==> src/rtl/traffic_phase_ctrl.sv <==
// Traffic-light phase sequencer: GREEN -> YELLOW -> RED on seconds ticks,
// with pedestrian-shortened GREEN and a service FLASH phase while hold is high.
module traffic_phase_ctrl #(
  parameter int GREEN_T  = 15,
  parameter int YELLOW_T = 5,
  parameter int RED_T    = 10,
  parameter int PED_MIN  = 3
) (
  input  logic       clk,
  input  logic       reset,
  input  logic       tick,
  input  logic       ped_req,
  input  logic       hold,
  output logic [1:0] state,
  output logic [3:0] count,
  output logic       phase_start,
  output logic       ped_ack
);

  typedef enum logic [1:0] {
    GREEN  = 2'd0,
    YELLOW = 2'd1,
    RED    = 2'd2,
    FLASH  = 2'd3
  } phase_e;

  localparam logic [3:0] G_CNT   = 4'(GREEN_T);
  localparam logic [3:0] Y_CNT   = 4'(YELLOW_T);
  localparam logic [3:0] R_CNT   = 4'(RED_T);
  localparam logic [3:0] PED_CNT = 4'(PED_MIN);

  phase_e     phase_q, phase_d;
  logic [3:0] count_q, count_d;
  logic       ps_q, ps_d;
  logic       ack_q, ack_d;
  logic       pend_q, pend_d;

  always_ff @(posedge clk) begin
    if (!reset) begin
      phase_q <= RED;
      count_q <= R_CNT;
      ps_q    <= 1'b0;
      ack_q   <= 1'b0;
      pend_q  <= 1'b0;
    end else begin
      phase_q <= phase_d;
      count_q <= count_d;
      ps_q    <= ps_d;
      ack_q   <= ack_d;
      pend_q  <= pend_d;
    end
  end

  always_comb begin
    phase_d = phase_q;
    count_d = count_q;
    ps_d    = 1'b0;
    ack_d   = 1'b0;
    pend_d  = pend_q;
    if (hold) begin
      // the pulse marks FLASH entry only; a tick in this cycle is dropped
      phase_d = FLASH;
      count_d = 4'd0;
      pend_d  = 1'b0;
      ps_d    = (phase_q != FLASH);
    end else if (phase_q == FLASH) begin
      phase_d = RED;
      count_d = R_CNT;
      ps_d    = 1'b1;
    end else begin
      if (ped_req && (phase_q == GREEN || phase_q == YELLOW))
        pend_d = 1'b1;
      if (tick) begin
        if (count_q == 4'd1) begin
          ps_d = 1'b1;
          unique case (phase_q)
            GREEN:  begin phase_d = YELLOW; count_d = Y_CNT; end
            YELLOW: begin
              // a request arriving in the RED-entry cycle is discarded
              phase_d = RED;
              count_d = R_CNT;
              ack_d   = pend_q;
              pend_d  = 1'b0;
            end
            default: begin phase_d = GREEN; count_d = G_CNT; end
          endcase
        end else if (phase_q == GREEN && pend_q && count_q > PED_CNT) begin
          count_d = PED_CNT;
        end else begin
          count_d = count_q - 4'd1;
        end
      end
    end
  end

  assign state       = phase_q;
  assign count       = count_q;
  assign phase_start = ps_q;
  assign ped_ack     = ack_q;

endmodule

==> config.mk <==
export PLATFORM = sky130hd
export DESIGN_NAME = traffic_phase_ctrl
export DESIGN_NICKNAME = d
export VERILOG_FILES = /design/src/rtl/traffic_phase_ctrl.sv
export SDC_FILE = /design/constraint.sdc
export NUM_CORES = 1
export LEC_CHECK = 0
export CAP_MARGIN = 15
export CELL_PAD_IN_SITES_DETAIL_PLACEMENT = 1
export CELL_PAD_IN_SITES_GLOBAL_PLACEMENT = 1
export CORE_MARGIN = 4
export CORE_UTILIZATION = 30
export DETAILED_ROUTE_END_ITERATION = 8
export PLACE_DENSITY_LB_ADDON = 0.1
export SYNTH_ARGS = -nofsm -noshare
export SYNTH_HDL_FRONTEND = slang
export SYNTH_SLANG_ARGS = --single-unit
==> constraint.sdc <==
create_clock -name clk -period 1.3 [get_ports clk]
set_clock_uncertainty 0.05 [all_clocks]
set_input_delay 0.195 -clock clk [delete_from_list [all_inputs] [get_ports clk]]
set_output_delay 0.195 -clock clk [all_outputs]
set_load 0.1 [all_outputs]
==> impl_metrics.toml <==
[floorplanning]
core_area_um2 = 1580
die_width_um = 50.0
die-height_um = 50.0
die_area_um2 = 2500
start_util = 0.335
core.rowCount = 14
io_pins = 13

[setup_path]
worstSetupStartpointType = "flop"
required_ns = 1.38
crit_type = "flop to flop"
arrival_ns = 1.48
cp_max_fo = 5
end_kind = "flop"

[place]
place_inst = 106
portBuffers = 12
hpwlAfterDp_mm = 1.46
post-place-ws_ns = -0.249
place_area_um2 = 891
place.gp.congestion = 0.770

[grt]
grt_pass1_wl_mm = 3.14
grt_pass1_vias = 659
grt_overflow = 0
grt_usage = 0.169
grt_max_degree = 9
antenna_found_initial = 0

[pwr]
sw_frac_of_total = 0.344
fin_total_pwr_mw = 0.806
p_int_mw = 0.529
ir_worst_vdd_uv = 650
switchingPower_mw = 0.277
p_clk_frac = 0.266
powerDensity_nw_per_um2 = 834
pwr-share-seq = 0.373
cellLeakagePower_nw = 0.405
comb_power_share = 0.361

[layout]
drive_above_1_share = 0.485
final_nets = 105
fin_util = 0.613
fin_cells = 113
antenna_cells = 0
nFillCells = 182
design_area_um2 = 967
syn2layout_area_growth_pct = 83.2

[sta]
fin_crit_ns = 1.40
finalSetupViolCount = 2
final-max-slew-violation-count = 0
rsz0062_at_grt = "yes"
timing.final.crit_share = 1.08
slew_headroom = 0.711
fin_setup_tns_ns = -0.162
fmax_mhz = 713
finalHoldViolCount = 0
layout_setup_ws_ns = -0.102
worst_pin_slew_ns = 0.428
timing.hold.ws_ns = 0.465

[clock_network]
cts_buffers = 3
cts_tree = "built"
h-tree-depth = 1
insertion_delay_ns = 0.26
clk_pin_slew_ns = 0.06
clock-sinks = 9
cts_root_buf = "clkbuf_4"
cts_hold_buffers = 0
cts_buffer_depth = 2

[synthesis]
synth_area_leaders = "dfxtp_1 (34%), nor2_1 (5.7%), a21oi_1 (4.7%), ha_1 (4.7%), inv_1 (3.6%)"
ys_seq_area_frac = 0.341
synth-warning-count = 0
avgSynthCellArea_um2 = 8.25
syn_inst = 64
yosysTopAreaCell = "dfxtp_1"
ys_ff_latch = 9
synthesis.area_um2 = 528
synth_fp_nets = 71
synthDistinctLibCells = 30
netlist.area_leader.share = 0.341

[route]
drt_first_pass_iters = 4
drt-initial-drc-count = 6
viasPerCell = 5.24
wl_per_cell_um = 15.9
drcViolationCount = 0
antenna_left = 0
num_vias = 592
wirelength_mm = 1.79

[outcome]
failed_checks = "negative setup slack"
status = "complete, but fails checks"

[run]
max-cap-violations = 0

[worst_hold_path]
worst_hold_path_type = "flop to flop"
## logic make-up after synthesis
kind of cell | after synthesis | share of synthesized area
and+or+nand+nor | 30 | 0.339
AOI/OAI and AO/OA | 16 | 0.201
DFF | 9 | 0.341
buffers and inverters | 5 | 0.0355
adders and majority gates | 2 | 0.0474
xor gates and xnor gates | 1 | 0.0166
muxes | 1 | 0.0190
## state kept, by name, summed over array words and instances, names as in the netlist
register / cells
count: 4
state: 2
ped_ack: 1
pend_q: 1
phase_start: 1
## layer usage
layer / up-vias / GRT usage / part of all wire
li1: 294 / - / -
met1: 285 / 0.200 / 0.42
met2: 9 / 0.289 / 0.54
met3: 4 / 0.0392 / 0.021
met4: 0 / 0.0691 / 0.012
met5: - / 0 / 0
## cell usage after synthesis
library cell and count:
a211o_1 1, a21o_1 1, a21oi_1 5, a31oi_1 1, and2_1 1, and2_4 1
and3_1 1, and4bb_4 1, dfxtp_1 9, ha_1 2, inv_1 5, mux2i_1 1
nand2_1 4, nand2b_1 3, nand3_1 1, nor2_1 8, nor2_4 1, nor2b_1 1
nor3_1 3, nor3b_1 2, o2111ai_1 1, o21a_1 2, o21ai_0 2, o221ai_1 1
o311ai_0 1, o31ai_1 1, or2b_1 1, or3_1 1, or3b_4 1, xnor2_1 1
## layout make-up
type	count	area [um2]	share of cell area
tap	16	20.0	0.0207
timing repair buffer	29	328	0.339
multi-input combinational	50	372	0.384
sequential	9	200	0.207
clock buffer	4	26.3	0.0272
inverter	5	21.3	0.0220
## final timing paths
path	slack [ns]	startpoint	cells after the start	endpoint
max	-0.10	count[1]$_SDFFE_PN1P_	5	state[1]$_SDFFE_PP1P_
min	0.47	pend_q$_SDFFE_PP0N_	1	ped_ack$_SDFF_PP0_
max reg2reg	-0.10	count[1]$_SDFFE_PN1P_	5	state[1]$_SDFFE_PP1P_
min reg2reg	0.47	pend_q$_SDFFE_PP0N_	1	ped_ack$_SDFF_PP0_
## critical path, stage by stage (launching register included)
cell and delay, ns:
dfxtp_4 0.35, inv_4 0.05, ha_4 0.13, and4bb_4 0.27, nor2_1 0.05, or3_1 0.36
## power by group through the flow
stage / registers (mW) / logic (mW) / clock network (mW)
after global placement: 0.304 / 0.274 / 0
after global routing: 0.303 / 0.308 / 0.246
after detailed placement: 0.305 / 0.281 / 0
final: 0.301 / 0.291 / 0.215
after CTS: 0.300 / 0.287 / 0.225
after floorplan: 0.393 / 0.0556 / 0
## timing repair
| action | in CTS | in global routing |
|---|---|---|
| pin swaps | 3 | 2 |
| endpoints found under the setup margin | 5 | 8 |
| setup buffers | 3 | 0 |
| gates resized for setup | 2 | 6 |
| cloned | 0 | 0 |
## cells in the final DEF (no fill, tap or decap), types with 2 or more instances in the layout
| master | instances |
|---|---|
| nand2_1 | 4 |
| buf_4 | 17 |
| nand2b_1 | 3 |
| clkdlybuf4s50_1 | 4 |
| o21a_1 | 2 |
| nor2_1 | 8 |
| dfxtp_1 | 3 |
| clkbuf_4 | 3 |
| buf_12 | 8 |
| nor3_2 | 2 |
| inv_1 | 4 |
| nor3b_2 | 2 |
| a21oi_1 | 5 |
| dfxtp_4 | 5 |
Power figures use the tool's default switching activity.
